[config.mk]
export PLATFORM = sky130hd
export DESIGN_NAME = radar_frame_buffer_flat
export DESIGN_NICKNAME = d
export VERILOG_FILES = /design/src/rtl/radar_pkg.sv /design/src/rtl/radar_frame_buffer_if.sv /design/src/rtl/frame_ram.sv /design/src/rtl/radar_frame_buffer.sv /design/src/flat_wrapper.sv
export SDC_FILE = /design/constraint.sdc
export NUM_CORES = 1
export LEC_CHECK = 0
export ABC_CLOCK_PERIOD_IN_PS = 1700
export CORE_MARGIN = 3
export CORE_UTILIZATION = 35
export CTS_BUF_LIST = sky130_fd_sc_hd__clkbuf_8
export CTS_CLUSTER_SIZE = 8
export DETAILED_ROUTE_END_ITERATION = 10
export MAX_ROUTING_LAYER = met4
export SLEW_MARGIN = 20
export SYNTH_ARGS = -nofsm -noshare
export SYNTH_HDL_FRONTEND = slang
export SYNTH_SLANG_ARGS = --single-unit
[constraint.sdc]
create_clock -name clk -period 1.7 [get_ports clk]
set_clock_uncertainty 0.1 [all_clocks]
set_input_delay 0.34 -clock clk [delete_from_list [all_inputs] [get_ports clk]]
set_output_delay 0.34 -clock clk [all_outputs]
set_load 0.005 [all_outputs]
[src/rtl/radar_pkg.sv]
// Shared types and default sizes for the radar frame buffer.
package radar_pkg;

  typedef enum logic [1:0] {
    IDLE  = 2'd0,
    FILL  = 2'd1,
    READY = 2'd2,
    DRAIN = 2'd3
  } buf_state_t;

  localparam int unsigned RADAR_BYTE_W      = 8;
  localparam int unsigned RADAR_FRAME_DEPTH = 16;

endpackage

[src/rtl/radar_frame_buffer_if.sv]
// Sample-capture and byte-read port bundle between the feeder and the SPI stage.
interface radar_frame_buffer_if
  import radar_pkg::*;
#(
  parameter int unsigned DATA_W = RADAR_BYTE_W,
  parameter int unsigned CNT_W  = 16
);

  logic              radarok;
  logic [DATA_W-1:0] smp_data;
  logic              smp_valid;
  logic              rd_req;
  logic [DATA_W-1:0] rd_data;
  logic              rd_valid;
  logic              ram_full;
  logic [CNT_W-1:0]  frame_cnt;
  logic [CNT_W-1:0]  ovf_cnt;

  modport master (
    output radarok, smp_data, smp_valid, rd_req,
    input  rd_data, rd_valid, ram_full, frame_cnt, ovf_cnt
  );

  modport slave (
    input  radarok, smp_data, smp_valid, rd_req,
    output rd_data, rd_valid, ram_full, frame_cnt, ovf_cnt
  );

endinterface

[src/rtl/frame_ram.sv]
// Single-clock simple dual-port RAM, one write port and one registered read port.
module frame_ram
  import radar_pkg::*;
#(
  parameter int unsigned DATA_W = RADAR_BYTE_W,
  parameter int unsigned DEPTH  = RADAR_FRAME_DEPTH,
  localparam int unsigned ADDR_W = $clog2(DEPTH)
) (
  input  logic              clk,
  input  logic              reset,
  input  logic              we,
  input  logic [ADDR_W-1:0] waddr,
  input  logic [DATA_W-1:0] wdata,
  input  logic              re,
  input  logic [ADDR_W-1:0] raddr,
  output logic [DATA_W-1:0] rdata
);

  logic [DATA_W-1:0] mem [DEPTH];
  logic [DATA_W-1:0] rdata_q;

  always_ff @(posedge clk) begin
    if (we) begin
      mem[waddr] <= wdata;
    end
  end

  // Read register holds its value until the next enabled read.
  always_ff @(posedge clk) begin
    if (reset) begin
      rdata_q <= '0;
    end else if (re) begin
      rdata_q <= mem[raddr];
    end
  end

  assign rdata = rdata_q;

endmodule

[src/rtl/radar_frame_buffer.sv]
// Captures one radar frame into RAM and serves it byte-by-byte to the SPI stage.
// Define FRAME_CHECKSUM_EN to append an XOR checksum byte after each drained frame.
module radar_frame_buffer
  import radar_pkg::*;
#(
  parameter int unsigned DATA_W = RADAR_BYTE_W,
  parameter int unsigned DEPTH  = RADAR_FRAME_DEPTH,
  parameter int unsigned CNT_W  = 16
) (
  input  logic                clk,
  input  logic                reset,
  radar_frame_buffer_if.slave bus
);

  localparam int unsigned       ADDR_W    = $clog2(DEPTH);
  localparam logic [ADDR_W-1:0] LAST_ADDR = ADDR_W'(DEPTH - 1);

  buf_state_t        state_q, state_d;
  logic [ADDR_W-1:0] wr_ptr_q, wr_ptr_d;
  logic [ADDR_W-1:0] rd_ptr_q, rd_ptr_d;
  logic              ram_full_q, ram_full_d;
  logic              rd_valid_q, rd_valid_d;
  logic              done_q, done_d;
  logic [CNT_W-1:0]  frame_cnt_q, frame_cnt_d;
  logic [CNT_W-1:0]  ovf_cnt_q, ovf_cnt_d;
  logic              wr_en_c;
  logic              rd_en_c;
  logic [DATA_W-1:0] ram_rdata;

`ifdef FRAME_CHECKSUM_EN
  logic [DATA_W-1:0] csum_acc_q, csum_acc_d;
  logic [DATA_W-1:0] csum_data_q, csum_data_d;
  logic              csum_pend_q, csum_pend_d;
  logic              sel_csum_q, sel_csum_d;
`endif

  always_comb begin
    state_d     = state_q;
    wr_ptr_d    = wr_ptr_q;
    rd_ptr_d    = rd_ptr_q;
    ram_full_d  = ram_full_q;
    rd_valid_d  = 1'b0;
    done_d      = done_q;
    frame_cnt_d = frame_cnt_q;
    ovf_cnt_d   = ovf_cnt_q;
    wr_en_c     = 1'b0;
    rd_en_c     = 1'b0;
`ifdef FRAME_CHECKSUM_EN
    csum_acc_d  = csum_acc_q;
    csum_data_d = csum_data_q;
    csum_pend_d = csum_pend_q;
    sel_csum_d  = sel_csum_q;
`endif
    // Loss of the front end discards any partial frame; counters and rd_data survive.
    if (!bus.radarok) begin
      state_d    = IDLE;
      wr_ptr_d   = '0;
      rd_ptr_d   = '0;
      ram_full_d = 1'b0;
      done_d     = 1'b0;
`ifdef FRAME_CHECKSUM_EN
      csum_pend_d = 1'b0;
`endif
    end else begin
      case (state_q)
        IDLE: begin
          state_d = FILL;
`ifdef FRAME_CHECKSUM_EN
          csum_acc_d = '0;
`endif
        end
        FILL: begin
          if (bus.smp_valid) begin
            wr_en_c  = 1'b1;
            wr_ptr_d = wr_ptr_q + ADDR_W'(1);
`ifdef FRAME_CHECKSUM_EN
            csum_acc_d = csum_acc_q ^ bus.smp_data;
`endif
            if (wr_ptr_q == LAST_ADDR) begin
              state_d    = READY;
              ram_full_d = 1'b1;
            end
          end
        end
        READY, DRAIN: begin
          if (bus.smp_valid && (ovf_cnt_q != '1)) begin
            ovf_cnt_d = ovf_cnt_q + CNT_W'(1);
          end
          // done_q marks the cycle after the final rd_valid: close out the frame.
          if (done_q) begin
            state_d     = FILL;
            ram_full_d  = 1'b0;
            rd_ptr_d    = '0;
            done_d      = 1'b0;
            frame_cnt_d = frame_cnt_q + CNT_W'(1);
`ifdef FRAME_CHECKSUM_EN
            csum_acc_d = '0;
`endif
          end else if (bus.rd_req) begin
            state_d    = DRAIN;
            rd_valid_d = 1'b1;
`ifdef FRAME_CHECKSUM_EN
            if (csum_pend_q) begin
              csum_pend_d = 1'b0;
              done_d      = 1'b1;
              sel_csum_d  = 1'b1;
              csum_data_d = csum_acc_q;
            end else begin
              rd_en_c    = 1'b1;
              sel_csum_d = 1'b0;
              rd_ptr_d   = rd_ptr_q + ADDR_W'(1);
              if (rd_ptr_q == LAST_ADDR) begin
                csum_pend_d = 1'b1;
              end
            end
`else
            rd_en_c  = 1'b1;
            rd_ptr_d = rd_ptr_q + ADDR_W'(1);
            if (rd_ptr_q == LAST_ADDR) begin
              done_d = 1'b1;
            end
`endif
          end
        end
        default: state_d = IDLE;
      endcase
    end
  end

  always_ff @(posedge clk) begin
    if (reset) begin
      state_q     <= IDLE;
      wr_ptr_q    <= '0;
      rd_ptr_q    <= '0;
      ram_full_q  <= 1'b0;
      rd_valid_q  <= 1'b0;
      done_q      <= 1'b0;
      frame_cnt_q <= '0;
      ovf_cnt_q   <= '0;
`ifdef FRAME_CHECKSUM_EN
      csum_acc_q  <= '0;
      csum_data_q <= '0;
      csum_pend_q <= 1'b0;
      sel_csum_q  <= 1'b0;
`endif
    end else begin
      state_q     <= state_d;
      wr_ptr_q    <= wr_ptr_d;
      rd_ptr_q    <= rd_ptr_d;
      ram_full_q  <= ram_full_d;
      rd_valid_q  <= rd_valid_d;
      done_q      <= done_d;
      frame_cnt_q <= frame_cnt_d;
      ovf_cnt_q   <= ovf_cnt_d;
`ifdef FRAME_CHECKSUM_EN
      csum_acc_q  <= csum_acc_d;
      csum_data_q <= csum_data_d;
      csum_pend_q <= csum_pend_d;
      sel_csum_q  <= sel_csum_d;
`endif
    end
  end

  frame_ram #(
    .DATA_W (DATA_W),
    .DEPTH  (DEPTH)
  ) u_frame_ram (
    .clk   (clk),
    .reset (reset),
    .we    (wr_en_c),
    .waddr (wr_ptr_q),
    .wdata (bus.smp_data),
    .re    (rd_en_c),
    .raddr (rd_ptr_q),
    .rdata (ram_rdata)
  );

`ifdef FRAME_CHECKSUM_EN
  assign bus.rd_data = sel_csum_q ? csum_data_q : ram_rdata;
`else
  assign bus.rd_data = ram_rdata;
`endif
  assign bus.rd_valid  = rd_valid_q;
  assign bus.ram_full  = ram_full_q;
  assign bus.frame_cnt = frame_cnt_q;
  assign bus.ovf_cnt   = ovf_cnt_q;

endmodule

[src/flat_wrapper.sv]
// flat-port wrapper written by rule: the top's interface ports become plain ports
module radar_frame_buffer_flat import radar_pkg::*;
#(
  parameter int unsigned DATA_W = RADAR_BYTE_W,
  parameter int unsigned DEPTH  = RADAR_FRAME_DEPTH,
  parameter int unsigned CNT_W  = 16
)
  (clk, reset, bus_radarok, bus_smp_data, bus_smp_valid, bus_rd_req, bus_rd_data, bus_rd_valid, bus_ram_full, bus_frame_cnt, bus_ovf_cnt);
  radar_frame_buffer_if #(.DATA_W(DATA_W), .CNT_W(CNT_W)) bus_i ();
  input  logic clk;
  input  logic reset;
  input wire logic [$bits(bus_i.radarok)-1:0] bus_radarok;
  input wire logic [$bits(bus_i.smp_data)-1:0] bus_smp_data;
  input wire logic [$bits(bus_i.smp_valid)-1:0] bus_smp_valid;
  input wire logic [$bits(bus_i.rd_req)-1:0] bus_rd_req;
  output wire logic [$bits(bus_i.rd_data)-1:0] bus_rd_data;
  output wire logic [$bits(bus_i.rd_valid)-1:0] bus_rd_valid;
  output wire logic [$bits(bus_i.ram_full)-1:0] bus_ram_full;
  output wire logic [$bits(bus_i.frame_cnt)-1:0] bus_frame_cnt;
  output wire logic [$bits(bus_i.ovf_cnt)-1:0] bus_ovf_cnt;
  assign bus_i.radarok = bus_radarok;
  assign bus_i.smp_data = bus_smp_data;
  assign bus_i.smp_valid = bus_smp_valid;
  assign bus_i.rd_req = bus_rd_req;
  assign bus_rd_data = bus_i.rd_data;
  assign bus_rd_valid = bus_i.rd_valid;
  assign bus_ram_full = bus_i.ram_full;
  assign bus_frame_cnt = bus_i.frame_cnt;
  assign bus_ovf_cnt = bus_i.ovf_cnt;
  radar_frame_buffer #(.DATA_W(DATA_W), .DEPTH(DEPTH), .CNT_W(CNT_W)) u_core (.clk(clk), .reset(reset), .bus(bus_i));
endmodule
==> key figures, run 1 <==
Global route
  – Met1 usage: 0.201
  – Routing usage on met3: 0.0398
  – Met2 Track Usage GR: 0.260
  – Number of global-route vias before repair: 5,196
  – Layer carrying the most global-route usage: met2
  – GRT Total Usage: 0.161
  – First-pass GRT wire length: 28.1 mm
  – Initial antenna violation count: 0
  – Grt ovf: 0
  – Largest net degree at the start of global routing: 23

Clock tree
  – CTS tree: done
  – Clock sink total: 181
  – Root Buffer: clkbuf_8
  – Worst-case clock buffer depth: 2
  – H-tree depth: 4
  – Worst-path clk slew: 100 ps
  – CTS Buf Count: 17
  – Clock latency on the worst-skew pair: 460 ps

STA
  – RSZ-0062 raised after global routing: true
  – Final setup vio count: 1
  – Crit path time final: 1710 ps
  – Slew HR: 0.724
  – Worst Tran Pin Value: 412 ps
  – Post-route setup TNS: -11.3 ps
  – Fin worst setup slack: -11.3 ps
  – Hold Vio Cnt, Final: 0
  – Max Fclk: 0.584 GHz
  – Slew Viols, Final: 0
  – WHS: 397 ps
  – Period utilization: 1.01

Floorplan
  – Die X: 152 um
  – FP Rows: 52
  – Die Area: 23,100 um^2
  – Top Ports: 55
  – Vert. Die Dim: 152 um
  – Core area: 20,600 um^2
  – Starting Density: 0.363

Route
  – First drt pass iteration count: 5
  – Drt drc: 0
  – Routed WL per cell: 18.7 um
  – Starting DRT DRC Count: 311
  – Routed WL: 18.3 mm
  – Final ANT Viol Nets: 0
  – Vias per cell: 5.24
  – Via count: 5,133

Run
  – Max Cap Viol: 0

Setup path
  – CP arrival: 1970 ps
  – Crit start category: flip-flop
  – Largest fanout on the critical path: 3
  – Setup crit end kind: flip-flop
  – Req. time, crit path: 1960 ps
  – Setup CP Type: flip-flop to flip-flop

Pwr
  – Worst-case vdd ir drop: 0.445 mV
  – Pwr/cell area: 823 nW/um^2
  – P_leak: 3.53 nW

Yosys
  – Yosys warns: 0
  – Main combinational cell family by area after synthesis: simple AND/OR/NAND/NOR gates
  – Synth unique cells: 50
  – Avg Cell Area, Syn: 13.9 um^2
  – Sequential element share of the synthesized area: 0.657
  – Adder-cell area share of the yosys netlist: 0.0117
  – Synth top area share: 0.515
  – Top FF cell, synth: edfxtp_1
  – Most instantiated cells after synthesis: edfxtp_1, dfxtp_1, mux2i_1, nand3_1, nor2_1
  – Synth Instances: 537
  – Most common cell in the netlist: edfxtp_1
  – Post-synthesis xor/xnor area fraction: 0.0141
  – Seq cells post-synth: 181
  – Mux cell area share after synthesis: 0.0967
  – Post-Syn Area: 7460 um^2
  – Yosys top cell by area: edfxtp_1
  – Fraction of registers with async set/reset: 0
  – Largest cells by area after synthesis: edfxtp_1, dfxtp_1, mux4_2
  – EDFF count, synth: 128
  – Synthesized Nets: 557
  – Simple-Gate Fraction of Synth Area: 0.134
  – Compound-Gate Fraction of Synth Area: 0.0644

Outcome
  – Status: complete, but fails checks
  – Violated checks: negative setup slack

Hold path
  – Worst Hold Class: flip-flop to flip-flop

Placed design
  – Dpl ws: -517 ps
  – Gpl congestion: 0.840
  – Post-DP HPWL: 12.3 mm
  – Port Buffers: 54
  – Cell count after placement: 913
  – Dpl cell area: 8970 um^2

Cells and area
  – Finished Layout Cells: 979
  – P&R area growth vs syn: 32.6%
  – Share of layout cells above drive strength 1: 0.351
  – ANT cells: 0
  – Fillers: 1,826
  – Fin area: 9890 um^2
  – Layout net count: 716
==> state kept, by name (all words and copies together) (netlist names) <==
signal                    cells
u_core.bus.ram_full           1
u_core.done_q                 1
u_core.u_frame_ram.mem      128
u_core.bus.ovf_cnt           16
u_core.bus.rd_valid           1
u_core.rd_ptr_q               4
u_core.bus.frame_cnt         16
u_core.state_q                2
u_core.u_frame_ram.rdata      8
u_core.wr_ptr_q               4
==> power by group <==
| part | switching (mW) | internal, mW |
|---|---|---|
| registers | 0.00262 | 4.70 |
| logic | 0.114 | 0.0750 |
| clock network | 1.55 | 1.70 |
| total | 1.67 | 6.47 |
==> layout by cell type (no fill, tap or decap), drive strengths merged, types with 14 or more instances in the layout <==
master,count
nand4,21
and2,21
dlygate4sd2,43
edfxtp,128
nand2,22
a21oi,26
dfxtp,53
inv,14
nand3,35
buf,111
mux2i,35
a22oi,16
mux4,16
nor2,28
clkbuf,19
==> worst paths after layout <==
path / slack [ps] / from / depth (start not counted) / end
setup / recovery: -10 / u_core.bus.ovf_cnt[0]$_SDFFE_PP0P_ / 8 / u_core.bus.ovf_cnt[14]$_SDFFE_PP0P_
hold / removal: 400 / u_core.u_frame_ram.rdata[3]$_SDFFE_PP0P_ / 2 / u_core.u_frame_ram.rdata[3]$_SDFFE_PP0P_
setup reg to reg: -10 / u_core.bus.ovf_cnt[0]$_SDFFE_PP0P_ / 8 / u_core.bus.ovf_cnt[14]$_SDFFE_PP0P_
hold reg to reg: 400 / u_core.u_frame_ram.rdata[3]$_SDFFE_PP0P_ / 2 / u_core.u_frame_ram.rdata[3]$_SDFFE_PP0P_
==> what timing repair did <==
item	in CTS	in global routing
cloned	0	1
buffers inserted	30	4
hold buffers	0	0
resized for setup	107	34
pin swaps	6	17
endpoints found under the setup margin	126	99
==> metal layers <==
layer,part of all wire,up-vias
li1,-,2399
met1,0.44,2575
met2,0.50,140
met3,0.048,19
met4,0.014,0
met5,0,-
==> final cells by class <==
| class | count | area, um^2 | share of cell area |
|---|---|---|---|
| flip-flops and latches | 181 | 4970 | 0.502 |
| multi-input cells | 322 | 2620 | 0.264 |
| repair buffers | 165 | 1480 | 0.150 |
| well taps | 270 | 338 | 0.0341 |
| clock buffers | 19 | 262 | 0.0264 |
| clock inverters | 13 | 190 | 0.0192 |
| inverters | 9 | 33.8 | 0.00341 |
==> critical path, stage by stage, from the launching register on <==
cell and delay [ps]:
dfxtp_2 340, buf_6 100, ha_4 150, and3_4 210, o211ai_4 80, buf_4 150, buf_4 130, o31ai_2 250
a21oi_2 80
==> cells by family after synthesis <==
family / Yosys count
XOR/XNOR: 12
AO/OA/AOI/OAI: 75
multiplexers: 52
AND/OR/NAND/NOR: 175
flip-flops: 181
buffers and inverters: 35
adder cells (fa/ha/maj): 7
==> stage by stage <==
stage | power, mW | utilization
CTS | 8.20 | 0.473
floorplan | 4.85 | -
global placement | 5.00 | 0.436
finish | 8.14 | 0.481
global route | 8.40 | 0.481
detailed placement | 5.00 | 0.436
Power figures use the tool's default switching activity.
==> run 2, diff against run 1 <==
- GPL_ROUTABILITY_DRIVEN: default -> 1
==> results of run 2 <==
Same layout as run 1: the final DEF is identical, and so are final timing and power.
==> run 3, diff against run 2 <==
- ABC_AREA: default -> 1
==> run 3 against run 2 <==
The run now ends clean. Global-route usage is 1.1 points higher. Clock power shrank 8.9%. Critical path depth fell by 2. Cell area increased by 4.5%. Largest power group unchanged. Sequential share of layout area shrank 2.2 points. Synthesized cell count grew 69%. Non-clock buffer count decreased by 11. Routed wire length rose by 11%. Power shrank 3.2%. Via count rose by 23%.
==> key figures, run 3 <==
Yosys
  – Sequential element share of the synthesized area: 0.604
  – Synth unique cells: 34
  – Seq cells post-synth: 181
  – Synth Instances: 910
  – Most common cell in the netlist: nand2_1
  – Synth top area share: 0.473
  – Avg Cell Area, Syn: 8.93 um^2
  – Top FF cell, synth: edfxtp_1
  – Yosys top cell by area: edfxtp_1
  – Largest cells by area after synthesis: edfxtp_1, nand2_1, dfxtp_1
  – Fraction of registers with async set/reset: 0
  – EDFF count, synth: 128
  – Most instantiated cells after synthesis: nand2_1, edfxtp_1, inv_1, nand3_1, nor2_1
  – Yosys warns: 0
  – Synthesized Nets: 930
  – Post-Syn Area: 8130 um^2

Placed design
  – Cell count after placement: 1,305
  – Dpl ws: -537 ps
  – Post-DP HPWL: 14.2 mm
  – Gpl congestion: 0.867
  – Dpl cell area: 9770 um^2
  – Port Buffers: 54

Floorplan
  – Starting Density: 0.358
  – Core area: 22,700 um^2
  – FP Rows: 55
  – Die X: 158 um
  – Die Area: 25,100 um^2
  – Vert. Die Dim: 158 um
  – Top Ports: 55

Cells and area
  – Largest Register: u_core.u_frame_ram.mem
  – Most common cell after layout, fill and taps aside: nand2_1
  – Finished Layout Cells: 1,346
  – Layout net count: 1,069
  – Share of layout cells above drive strength 1: 0.194
  – Fin area: 10,300 um^2
  – Fillers: 2,179
  – P&R area growth vs syn: 27.2%
  – Most frequent cells in the layout: nand2_1, edfxtp_1, inv_1, nand3_1, buf_4
  – Max reg flops: 128
  – ANT cells: 0

Run
  – Max Cap Viol: 0

Pwr
  – Pwr/cell area: 763 nW/um^2
  – P_leak: 4.36 nW
  – Worst-case vdd ir drop: 0.504 mV

Clock tree
  – H-tree depth: 4
  – Clock latency on the worst-skew pair: 460 ps
  – CTS Buf Count: 17
  – Root Buffer: clkbuf_8
  – Worst-path clk slew: 80 ps
  – Clock sink total: 181
  – Worst-case clock buffer depth: 2
  – CTS tree: done

STA
  – Max Fclk: 0.600 GHz
  – Fin worst setup slack: 32.5 ps
  – Crit path time final: 1670 ps
  – Worst Tran Pin Value: 333 ps
  – Final setup vio count: 0
  – Slew HR: 0.778
  – WHS: 376 ps
  – Period utilization: 0.981
  – Hold Vio Cnt, Final: 0
  – Slew Viols, Final: 0

Setup path
  – Worst reg-to-reg path cell count: 4
  – Largest fanout on the critical path: 8
  – Setup crit end kind: flip-flop
  – Req. time, crit path: 1780 ps
  – CP cell instances: clkdlybuf4s50_1, nand3_1, nor2_4, inv_2, nor3_4, buf_12
  – Delay of the slowest critical-path stage: 500 ps
  – CP max stage cell: clkdlybuf4s50_1
  – Setup CP Type: primary input to flip-flop
  – CP arrival: 1750 ps
  – Crit start category: primary input

Global route
  – Initial antenna violation count: 0
  – Largest net degree at the start of global routing: 35
  – First-pass GRT wire length: 32.0 mm
  – Number of global-route vias before repair: 6,199
  – Grt ovf: 0
  – GRT Total Usage: 0.171

Route
  – Routed WL: 20.4 mm
  – Drt drc: 0
  – Starting DRT DRC Count: 483
  – First drt pass iteration count: 5
  – Final ANT Viol Nets: 0
  – Via count: 6,326
  – Routed WL per cell: 15.1 um
  – Vias per cell: 4.70

Hold path
  – Worst Hold Class: flip-flop to flip-flop
  – Hold Path Cell Cnt: 2

Outcome
  – Status: finished clean
-- run 3: cell type report --
class | instances | area (um^2) | share of cell area
Sequential cell | 181 | 4960 | 0.480
Multi-Input combinational cell | 573 | 2710 | 0.262
Timing Repair Buffer | 154 | 1450 | 0.140
Inverter | 122 | 458 | 0.0443
Tap cell | 285 | 357 | 0.0345
Clock buffer | 17 | 234 | 0.0226
Clock inverter | 14 | 163 | 0.0157
-- run 3: worst max-delay path, delay by kind of cell --
family / cells / cell delay (ps)
buffers and inverters: 3 / 790
AND/OR/NAND/NOR: 3 / 610
-- run 3: timing repair --
action	in CTS	in global routing
pin swaps	1	2
resized for setup	84	18
buffers inserted	10	0
setup endpoints to repair	70	59
hold buffers	0	0
-- run 3: path summary, 6_finish.rpt --
| check | startpoint | to | slack [ps] |
|---|---|---|---|
| worst max register to register | u_core.wr_ptr_q[2]$_SDFFE_PP0P_ | u_core.u_frame_ram.mem[8][5]$_DFFE_PP_ | 90 |
| worst min register to register | u_core.bus.ram_full$_SDFFE_PP0P_ | u_core.bus.ram_full$_SDFFE_PP0P_ | 380 |
| worst max-delay path | bus_smp_valid | u_core.u_frame_ram.mem[8][5]$_DFFE_PP_ | 30 |
| worst min-delay path | u_core.bus.ram_full$_SDFFE_PP0P_ | u_core.bus.ram_full$_SDFFE_PP0P_ | 380 |
-- run 3: power by group --
group / leakage [nW] / switching [mW] / internal [mW]
Combinational: 2.56 / 0.136 / 0.0886
Sequential: 1.60 / 0.00255 / 4.70
Clock: 0.202 / 1.52 / 1.44
-- run 3: cell families after synthesis --
logic type,share of synthesized area
DFF,0.604
xor gates and xnor gates,0.00862
and+or+nand+nor,0.255
buffers and inverters,0.0762
adders and majority gates,0.0108
AOI/OAI and AO/OA,0.0453
-- run 3: stage by stage --
step	setup TNS (ps)	power [mW]	util
after floorplan	-7220	4.86	-
after global placement	-62040	5.04	0.430
final	0	7.89	0.455
after CTS	0	7.95	0.452
after global routing	-3.38	8.13	0.455
after detailed placement	-63470	5.04	0.430
-- run 3: routing by layer --
layer  GRT usage  share of wire  up-vias
met3      0.0400          0.050       26
li1            -              -     3210
met2       0.278           0.49      152
met5           -              0        -
met1       0.216           0.45     2938
met4      0.0467          0.016        0
